<file path="src/rtl/wave_gen_multi.sv">
// wave_gen_multi: multi-shape waveform generator (triangle, saw-up, square,
// saw-down) built around one WIDTH-bit phase counter and a triangle
// direction flag. The dac_out sample is registered, so it follows the
// inputs by one clock.
//
// Optional feature: define WAVE_GEN_WRAP_PULSE_EN to enable the
// period-boundary strobe on wrap_pulse. When the macro is not defined,
// wrap_pulse is tied to 0 and no boundary logic is built.
//
// WIDTH is meant to lie between 4 and 16.
module wave_gen_multi #(
  parameter int WIDTH = 8
) (
  input  logic             clk,
  input  logic             reset,
  input  logic             en,
  input  logic [1:0]       mode,
  input  logic [WIDTH-1:0] step,
  input  logic [WIDTH-1:0] phase,
  input  logic             load,
  output logic [WIDTH-1:0] dac_out,
  output logic             dir,
  output logic             wrap_pulse
);

  typedef enum logic [1:0] {
    MODE_TRI    = 2'b00,
    MODE_SAW_UP = 2'b01,
    MODE_SQUARE = 2'b10,
    MODE_SAW_DN = 2'b11
  } mode_t;

  localparam logic [WIDTH-1:0] MAX_VAL  = {WIDTH{1'b1}};
  localparam logic [WIDTH-1:0] ZERO_VAL = {WIDTH{1'b0}};

  // Map a counter value to the output sample for the selected shape.
  // Square is a full-scale level set by the counter MSB. Every other
  // shape outputs the counter unchanged.
  function automatic logic [WIDTH-1:0] shape_sample(
    input logic [1:0]       m,
    input logic [WIDTH-1:0] c
  );
    logic [WIDTH-1:0] s;
    case (mode_t'(m))
      MODE_SQUARE: s = c[WIDTH-1] ? MAX_VAL : ZERO_VAL;
      MODE_TRI,
      MODE_SAW_UP,
      MODE_SAW_DN: s = c;
      default:     s = c;
    endcase
    return s;
  endfunction

  logic [WIDTH-1:0] counter_r;
  logic             dir_r;
  logic [WIDTH-1:0] counter_nxt_s;
  logic             dir_nxt_s;
  logic [WIDTH-1:0] sum_s;
  logic [WIDTH-1:0] diff_s;
  logic [WIDTH-1:0] headroom_s;

  assign sum_s      = counter_r + step;
  assign diff_s     = counter_r - step;
  assign headroom_s = MAX_VAL - counter_r;
  assign dir        = dir_r;

  // Compute the next counter and direction for one enabled advance.
  always_comb begin
    counter_nxt_s = counter_r;
    dir_nxt_s     = dir_r;
    if (step == ZERO_VAL) begin
      // A zero step freezes the generator, including triangle turnarounds.
      counter_nxt_s = counter_r;
      dir_nxt_s     = dir_r;
    end else begin
      case (mode_t'(mode))
        MODE_TRI: begin
          if (dir_r) begin
            if (counter_r == MAX_VAL) begin
              // Turn around at the top. The step never exceeds MAX,
              // so this result cannot go below zero.
              dir_nxt_s     = 1'b0;
              counter_nxt_s = MAX_VAL - step;
            end else if (headroom_s < step) begin
              counter_nxt_s = MAX_VAL;
            end else begin
              counter_nxt_s = sum_s;
            end
          end else begin
            if (counter_r == ZERO_VAL) begin
              // Turn around at the bottom. The step never exceeds MAX.
              dir_nxt_s     = 1'b1;
              counter_nxt_s = step;
            end else if (counter_r < step) begin
              counter_nxt_s = ZERO_VAL;
            end else begin
              counter_nxt_s = diff_s;
            end
          end
        end
        MODE_SAW_UP,
        MODE_SQUARE: begin
          counter_nxt_s = sum_s;
        end
        MODE_SAW_DN: begin
          counter_nxt_s = diff_s;
        end
        default: begin
          counter_nxt_s = counter_r;
        end
      endcase
    end
  end

  // State and sample register: reset and load restart from phase;
  // otherwise the state advances only while en is high.
  always_ff @(posedge clk) begin
    if (reset || load) begin
      counter_r <= phase;
      dir_r     <= 1'b1;
      dac_out   <= shape_sample(mode, phase);
    end else if (en) begin
      counter_r <= counter_nxt_s;
      dir_r     <= dir_nxt_s;
      dac_out   <= shape_sample(mode, counter_nxt_s);
    end else begin
      counter_r <= counter_r;
      dir_r     <= dir_r;
      dac_out   <= dac_out;
    end
  end

`ifdef WAVE_GEN_WRAP_PULSE_EN
  logic [WIDTH:0] carry_sum_s;
  logic           boundary_s;

  assign carry_sum_s = {1'b0, counter_r} + {1'b0, step};

  // Detect a period boundary on the advance that is about to happen.
  always_comb begin
    boundary_s = 1'b0;
    if (step == ZERO_VAL) begin
      boundary_s = 1'b0;
    end else begin
      case (mode_t'(mode))
        MODE_TRI:    boundary_s = ~dir_r && (counter_r == ZERO_VAL);
        MODE_SAW_UP,
        MODE_SQUARE: boundary_s = carry_sum_s[WIDTH];
        MODE_SAW_DN: boundary_s = (counter_r < step);
        default:     boundary_s = 1'b0;
      endcase
    end
  end

  // Register the strobe so that it lines up with the first sample of the
  // new period.
  always_ff @(posedge clk) begin
    if (reset || load) begin
      wrap_pulse <= 1'b0;
    end else if (en) begin
      wrap_pulse <= boundary_s;
    end else begin
      wrap_pulse <= 1'b0;
    end
  end
`else
  assign wrap_pulse = 1'b0;
`endif

endmodule

</file>
<file path="config.mk">
export PLATFORM = sky130hd
export DESIGN_NAME = wave_gen_multi
export DESIGN_NICKNAME = d
export VERILOG_FILES = /design/src/rtl/wave_gen_multi.sv
export SDC_FILE = /design/constraint.sdc
export NUM_CORES = 1
export LEC_CHECK = 0
export ABC_CLOCK_PERIOD_IN_PS = 6400
export CAP_MARGIN = 20
export CORE_UTILIZATION = 40
export CTS_CLUSTER_DIAMETER = 40
export DETAILED_ROUTE_END_ITERATION = 10
export PLACE_DENSITY = 0.7
export SYNTH_ARGS = -nofsm -noshare
export SYNTH_HDL_FRONTEND = slang
export SYNTH_SLANG_ARGS = --single-unit
</file>
<file path="constraint.sdc">
create_clock -name clk -period 6.4 [get_ports clk]
set_clock_uncertainty 0.15 [all_clocks]
set_input_delay 0.64 -clock clk [delete_from_list [all_inputs] [get_ports clk]]
set_output_delay 0.64 -clock clk [all_outputs]
set_load 0.01 [all_outputs]
</file>
==> impl_metrics.json <==
{
  "status": "complete, no violations",
  "drive_above_1_share_pct": 8.33,
  "io-pin-count": 32,
  "synthFlopType": "edfxtp_1",
  "synth_cell_types": 68,
  "cp.required_ns": 6.37,
  "ir_drop_mv": 0.123,
  "clock_path_buffers": 2,
  "synth_most_common_cell": "ha_1",
  "cts_resized": 0,
  "syn2layout_area_growth_pct": 12.8,
  "final_nets": 340,
  "synth_edf_count": 15,
  "initial_core_util_pct": 42.0,
  "r2r_setup_slack_ns": 3.03,
  "critPathTopFamily": "compound AO/OA/AOI/OAI gates",
  "synth_compound_area_share_pct": 35.2,
  "ys_seq_area_share_pct": 20.0,
  "crit_type": "in -> reg",
  "power.total_uw": 513,
  "fmax_mhz": 262,
  "grt_pass1_vias": 2137,
  "antenna_cells": 0,
  "leakage_nw": 1.08,
  "crit_path_start_kind": "input pin",
  "period_needed_ns": 3.82,
  "syn_avg_cell_area_sq_um": 8.76,
  "cp.arrival_ns": 3.79,
  "cts_hold_buf": 0,
  "vias_per_cell": 6.33,
  "die_y_um": 78.7,
  "maxCapViolCount": 0,
  "post-route-period-util_pct": 59.7,
  "cp_slowest_stage_delay_ns": 0.57,
  "synth_top_area_share_pct": 19.1,
  "finalWirelength_um": 6820,
  "rsz0062_at_grt": "no",
  "hpwl_um": 5180,
  "clk_pin_slew_ns": 0.06,
  "core.rowCount": 27,
  "gp_congestion": 0.984,
  "yosys.area.top_type": "edfxtp_1",
  "end_kind": "register",
  "synthCells": 269,
  "grt_max_degree": 16,
  "track_usage_pct": 22.2,
  "antenna_found_initial": 0,
  "hp-start": "dir$_SDFFE_PP1P_",
  "insertion_delay_ns": 0.24,
  "first_pass_iters": 5,
  "path_buf_inv": 1,
  "finalSetupViolations": 0,
  "max-slew-margin-rel_pct": 39.8,
  "remaining_drc_errors": 0,
  "synth_area_leaders": "edfxtp_1 19%, ha_1 14%, inv_1 4.1%, a21oi_1 3.6%, clkbuf_8 3.5%",
  "r2r_start": "counter_r[0]$_DFFE_PP_",
  "crit_chain": "clkdlybuf4s50_1 -> ha_1 -> fa_1 -> o21ba_1 -> or4_4 -> a31oi_4 -> o211ai_4 -> o2111a_1 -> a221oi_2 -> a21o_1",
  "whs_ns": 0.656,
  "finalHoldViolCount": 0,
  "htree_num_levels": 1,
  "num_vias": 2280,
  "ys_seq_elements": 16,
  "synthAdderAreaFrac_pct": 16.0,
  "syn_area_sq_um": 2360,
  "ys_warn_count": 0,
  "cts_root_buf": "clkbuf_8",
  "grt_first_pass_wirelength_um": 10600,
  "synth-simple-area-share_pct": 14.4,
  "cts_num_sinks": 16,
  "overflow": 0,
  "wl_per_cell_um": 19.0,
  "io_buffers": 30,
  "coreArea_sq_um": 5610,
  "cp-startpoint": "step[0]",
  "crit_slowest_cell": "clkdlybuf4s50_1",
  "synthXorXnorAreaFrac_pct": 3.35,
  "synthArstFlopShare_pct": 0,
  "power_density_nw_per_um2": 193,
  "crit_fanout": 8,
  "cts_tree": "built",
  "slew_viol_final": 0,
  "post_cts.repair.setup_buffers": 0,
  "synthTopCellsByCount": "27 x ha_1, 26 x inv_1, 17 x a21oi_1, 16 x nand2_1",
  "cts_inserted_buffers": 3,
  "tightest_slew_ns": 0.899,
  "dieArea_sq_um": 6200,
  "fillers": 569,
  "fin_tns_setup_ns": 0,
  "drt_iter0_drc": 302,
  "postRouteAntennaNets": 0,
  "die_x_um": 78.7,
  "hold_path.class": "reg -> reg",
  "syn-num-nets": 320,
  "synth_top_family_by_area": "compound AO/OA/AOI/OAI gates",
  "synth.area.mux_share_pct": 0.425
}
==> report_power, final <==
part,leakage [nW],internal (mW),switching [mW]
logic,0.892,0.121,0.156
registers,0.164,0.132,0.0178
clock network,0.0288,0.0545,0.0326
total,1.08,0.307,0.206
==> cell usage in the layout (no fill, tap or decap), types with 8 or more instances in the layout <==
cell and count:
nand2_1 16, clkdlybuf4s50_1 30, ha_1 27, a21oi_1 17, a21o_1 10, o21ai_0 14
inv_1 26, edfxtp_1 15, a221oi_1 8, nor2_1 15
==> final timing paths <==
path                          endpoint  cells past startpoint
setup / recovery  dac_out[4]$_DFFE_PP_                     10
hold / removal        dir$_SDFFE_PP1P_                      2
setup reg to reg  dac_out[4]$_DFFE_PP_                     10
hold reg to reg       dir$_SDFFE_PP1P_                      2
==> through the flow <==
stage               area, sq um  worst slack (ns)  cells  util, %
finish                     2660              2.58    360     47.4
global route               2660              2.45    360     47.4
CTS                        2660              2.62    360     47.4
detailed placement         2600              2.37    356     46.4
global placement           2600              2.31    356     46.4
floorplan                  2360              3.28    269        -
==> routing by layer <==
layer | vias to the layer above | wire length, um | track usage (%)
met1 | 1053 | 2920 | 30.7
met3 | 29 | 680 | 3.45
li1 | 1050 | - | -
met4 | 0 | 230 | 9.44
met5 | - | 0 | 0
met2 | 148 | 2990 | 34.1
==> area by class of cell <==
class,instances,area [sq um],share of cell area (%)
Multi-Input combinational cell,211,1640,61.7
Sequential cell,16,470,17.7
Timing Repair Buffer,30,300,11.3
Inverter,27,101,3.81
Tap cell,72,90.1,3.39
Clock buffer,4,55.1,2.07
==> cell families (layout without fill, tap and decap cells) <==
logic type | Yosys count | count (layout)
and+or+nand+nor | 66 | 66
adders and majority gates | 29 | 29
other | 1 | 1
buffers and inverters | 42 | 61
xor gates and xnor gates | 9 | 9
DFF | 16 | 16
muxes | 1 | 1
AOI/OAI and AO/OA | 105 | 105
==> registers in the layout, indices dropped and copies added, names as in the netlist <==
| signal | flops |
|---|---|
| counter_r | 7 |
| dac_out | 8 |
| dir | 1 |
==> worst register-to-register path: stages, from the launching register on <==
cell and delay, ns:
edfxtp_1 0.50, inv_1 0.11, ha_1 0.21, fa_1 0.47, o21ba_1 0.23, or4_4 0.45, a31oi_4 0.25, o211ai_4 0.16
o2111a_1 0.29, a221oi_2 0.28, a21o_1 0.15
Note: power is estimated with default switching activity, not from simulation.
==> edit 1: new RTL, same flow settings <==
Add a define of `WAVE_GEN_WRAP_PULSE_EN`.
--- a/src/rtl/wave_gen_multi.sv
+++ b/src/rtl/wave_gen_multi.sv
@@ -8,6 +8,8 @@
 // wrap_pulse is tied to 0 and no boundary logic is built.
 //
 // WIDTH is meant to lie between 4 and 16.
+`define WAVE_GEN_WRAP_PULSE_EN
+
 module wave_gen_multi #(
   parameter int WIDTH = 8
 ) (
Behaviour: not the same (Yosys sat finds a counterexample within 4 cycles, from zero or initial values).
==> edit 1 against the original RTL <==
  * Combinational power is 2% lower
  * Clock power is 8.5% lower
  * Worst hold slack worse by 0.012 ns
  * Sequential cell count is 1 higher
  * Wire length rose by 2.8%
  * Cell area rose by 4.5%
  * Synthesized area grew 3.8%
  * Die area grew 3.7%
  * Total power is 2.1% lower
  * Worst setup slack got worse by 0.086 ns
==> edit 1: results (changes against the original RTL) <==
* Outcome: complete, no violations
* Lkg Pwr at 1.132 nW (+4.4%)
* Number of global-route vias before repair at 2238 (+4.7%)
* Syn nets at 333 (+4.1%)
* Netlist cell types at 74 (+8.8%)
* Crit path DAT at 3.73 ns (-0.06 ns)
* Routed len/inst at 18.60 µm (-1.8%)
* Compound-Gate Fraction of Synth Area at 0.3383 (-0.01382)
* Final Net Count at 355 (+4.4%)
* Pin count of the biggest net entering global routing at 17 (+1)
* Relative slew slack at 0.5170 (+0.1188)
* 1st-iter DRT viols at 252 (-17%)
* First-pass GRT wire length at 11.03 mm (+4.0%)
* Register area share after synthesis at 0.2006 (+0.0009328)
* GP Congestion at 0.9186 (-6.6%)
* HPWL Detailed at 5.433 mm (+5.0%)
* Via/cell ratio at 6.271 (-0.99%)
* Worst vdd ir at 0.1176 mV (-4.7%)
* Post-synth top cells: 30 x inv_1, 28 x ha_1, 24 x nand2_1, 18 x a21oi_1, 15 x edfxtp_1
* Reg2reg path depth at 9 (-1)
* Crit path launch: step[1]
* GRT Util Overall at 0.2237 (+0.001710)
* Synth Area in Adders at 0.1597 (-0.0007099)
* Multiplexer area fraction after synthesis at 0.01740 (+0.01315)
* Share of cells above drive strength 1 at 0.08609 (+0.002759)
* Top cells by area, synth: edfxtp_1 18%, ha_1 14%, inv_1 4.6%, a21oi_1 3.7%, nand2_1 3.7%
## edit 1: changes by cell type after synthesis, sizes merged, moves of 5 or more
| cell | unedited run | this run |
|---|---|---|
| a211oi | 7 | 13 |
| a221oi | 10 | 3 |
| a2bb2oi | 1 | 7 |
| buf | 5 | 10 |
| clkbuf | 9 | 3 |
| nand2 | 16 | 24 |
| o21ai | 19 | 13 |
## edit 1: how the worst max path moves through the flow
stage                                      end  slack [ns]  cells past startpoint
final                     dac_out[7]$_DFFE_PP_        2.49                     10
after global routing      dac_out[7]$_DFFE_PP_        2.34                     10
after CTS                 dac_out[7]$_DFFE_PP_        2.56                     10
after detailed placement  dac_out[7]$_DFFE_PP_        2.31                     10
after global placement    dac_out[7]$_DFFE_PP_        2.38                     10
after floorplan           dac_out[1]$_DFFE_PP_        3.47                      9
## edit 1: worst max-delay path, delay by kind of cell
kind | cells | cell delay [ns]
AOI/OAI and AO/OA | 4 | 1.21
and+or+nand+nor | 3 | 0.69
adders and majority gates | 1 | 0.35
buffers and inverters | 2 | 0.84
## edit 1: cell families (layout without fill, tap and decap cells)
family,after synthesis,count (layout)
adders and majority gates,30,30
DFF,17,17
and+or+nand+nor,70,70
xor gates and xnor gates,9,9
AOI/OAI and AO/OA,106,106
buffers and inverters,45,66
muxes,4,4
## edit 1: per-layer routing
metal	GRT usage	part of all wire
met5	0	0
met4	0.08036	0.029
met3	0.03295	0.059
met2	0.3547	0.47
met1	0.3062	0.45
## edit 1: per-stage QoR
step	std cells	area, µm²	setup slack, ns	hold WS [ns]
finish	377	2778	2.491	0.6437
floorplan	281	2445	3.468	0.5457
global route	377	2778	2.338	0.6674
CTS	377	2778	2.564	0.6270
global placement	373	2731	2.376	0.6097
detailed placement	373	2731	2.305	0.6109
## edit 1: power by group
part | switching (mW) | internal (mW)
clock | 0.0365 | 0.0432
combinational | 0.156 | 0.114
sequential | 0.0164 | 0.137
total | 0.209 | 0.294
## edit 1: layout make-up
cell class,count,area [µm²]
well taps,75,93.84
clock buffers,3,41.29
multi-input cells,219,1720
fillers,565,3143
inverters,31,116.4
repair buffers,31,310.3
flip-flops and latches,17,490.5
clock inverters,1,5.005
==> edit 2: new RTL, same flow settings <==
Made on the original files. Add an input register stage for `phase`; this delays it by one clock. The other inputs are not delayed to match.
--- a/src/rtl/wave_gen_multi.sv
+++ b/src/rtl/wave_gen_multi.sv
@@ -32,6 +32,12 @@
 
   localparam logic [WIDTH-1:0] MAX_VAL  = {WIDTH{1'b1}};
   localparam logic [WIDTH-1:0] ZERO_VAL = {WIDTH{1'b0}};
+
+  logic [WIDTH-1:0] phase_q;
+
+  always_ff @(posedge clk) begin
+    phase_q <= phase;
+  end
 
   // Map a counter value to the output sample for the selected shape.
   // Square is a full-scale level set by the counter MSB. Every other
@@ -116,9 +122,9 @@
   // otherwise the state advances only while en is high.
   always_ff @(posedge clk) begin
     if (reset || load) begin
-      counter_r <= phase;
+      counter_r <= phase_q;
       dir_r     <= 1'b1;
-      dac_out   <= shape_sample(mode, phase);
+      dac_out   <= shape_sample(mode, phase_q);
     end else if (en) begin
       counter_r <= counter_nxt_s;
       dir_r     <= dir_nxt_s;
Check against the original RTL: not equivalent (a bounded check fails within 4 cycles, from zero or initial values).
==> edit 2 against the original RTL <==
  * Global-route usage grew 0.11 points
  * Die area up 6.6%
  * Worst hold slack worse by 0.17 ns
  * Largest cell class unchanged
  * Largest power group unchanged
  * Synthesized area rose by 6.8%
  * Synthesized cell count rose by 3.0%
  * Final cell count up 3.1%
  * Cell area is 6.8% higher
  * Total power increased by 20%
  * Sequential cell count is 8 higher
  * Wire length rose by 1.9%
  * Utilization hardly changed
  * Worst setup slack worse by 0.034 ns
==> edit 2: results (changes against the original RTL) <==
* GRT Util Overall at 0.2231 (+0.001109)
* Worst vdd ir at 0.1604 mV (+30%)
* Crit path launch: step[1]
* Worst-path maximum fanout at 6 (-2)
* Compound-Gate Fraction of Synth Area at 0.3297 (-0.02241)
* Wire length on met1 at 3.093 mm (+5.8%)
* Num CTS Buffers at 3 (unchanged)
* Worst-Skew Late Latency at 0.27 ns (+0.03 ns)
* Syn nets at 328 (+2.5%)
* Via/cell ratio at 6.275 (-0.92%)
* Final Net Count at 348 (+2.4%)
* Reg2Reg Setup Slack at 3.01 ns (-0.02 ns)
* Worst setup path end: dac_out[5]$_DFFE_PP_
* Multiplexer area fraction after synthesis at 0.003978 (-0.0002704)
* Met2 layer usage reported by global route at 0.3533 (+0.01246)
* GP Congestion at 0.9360 (-4.8%)
* Relative slew slack at 0.4217 (+0.02349)
* CP max stage delay at 0.72 ns (+0.15 ns)
* Met3 Wirelength at 539 µm (-21%)
* Hold path endpoint: counter_r[2]$_DFFE_PP_
* Post-DP Area at 2766 µm² (+6.3%)
* Post-Synth XOR/XNOR Area at 0.03133 (-0.002130)
* Crit path DAT at 3.74 ns (-0.05 ns)
* First-pass GRT wire length at 11.08 mm (+4.5%)
* Slowest stage cell on the critical path: clkdlybuf4s50_1
* Reg clk slew, reported paths at 0.08 ns (+0.02 ns)
* Met3 usage at 0.02247 (-0.01201)
* Routed len/inst at 18.74 µm (-1.1%)
* Register area share after synthesis at 0.2506 (+0.05094)
* FF-to-FF End: dac_out[6]$_DFFE_PP_
* HPWL Detailed at 5.388 mm (+4.1%)
* Synth Area in Adders at 0.1502 (-0.01021)
* Int Power at 0.3893 mW (+27%)
* Sequential power share at 0.330 (+0.038)
* Top cells by area, synth: edfxtp_1 18%, ha_1 13%, dfxtp_1 7.2%, inv_1 3.9%, a21oi_1 3.4%
* Outcome: complete, no violations
* 1st-iter DRT viols at 297 (-1.7%)
* Share of cells above drive strength 1 at 0.08108 (-0.002252)
* Number of global-route vias before repair at 2183 (+2.2%)
* DR pass1 iterations at 6 (+1)
* Hold Startpoint: phase_q[2]$_DFF_P_
* Crit path max-delay family: compound AO/OA/AOI/OAI gates
edit 2: changes by cell type after synthesis:
cell	before	now
dfxtp_1	1	9
edit 2: through the flow:
step	util	cells	power (mW)	hold slack, ns	setup WS [ns]
5_1_grt	0.4737	371	0.6460	0.4812	2.373
3_3_place_gp	0.4618	367	0.4776	0.4524	2.241
4_1_cts	0.4737	371	0.6118	0.4649	2.556
3_5_place_dp	0.4618	367	0.4757	0.4490	2.275
2_1_floorplan	-	277	0.4015	0.4019	3.281
6_report	0.4737	371	0.6149	0.4814	2.544
edit 2: layout make-up:
cell class | instances | area (µm²) | area share
Timing Repair Buffer | 30 | 300.3 | 0.1058
Inverter | 27 | 101.3 | 0.03571
Tap cell | 75 | 93.84 | 0.03307
Sequential cell | 24 | 630.6 | 0.2222
Clock buffer | 3 | 41.29 | 0.01455
Clock inverter | 1 | 30.03 | 0.01058
Multi-Input combinational cell | 211 | 1640 | 0.5780
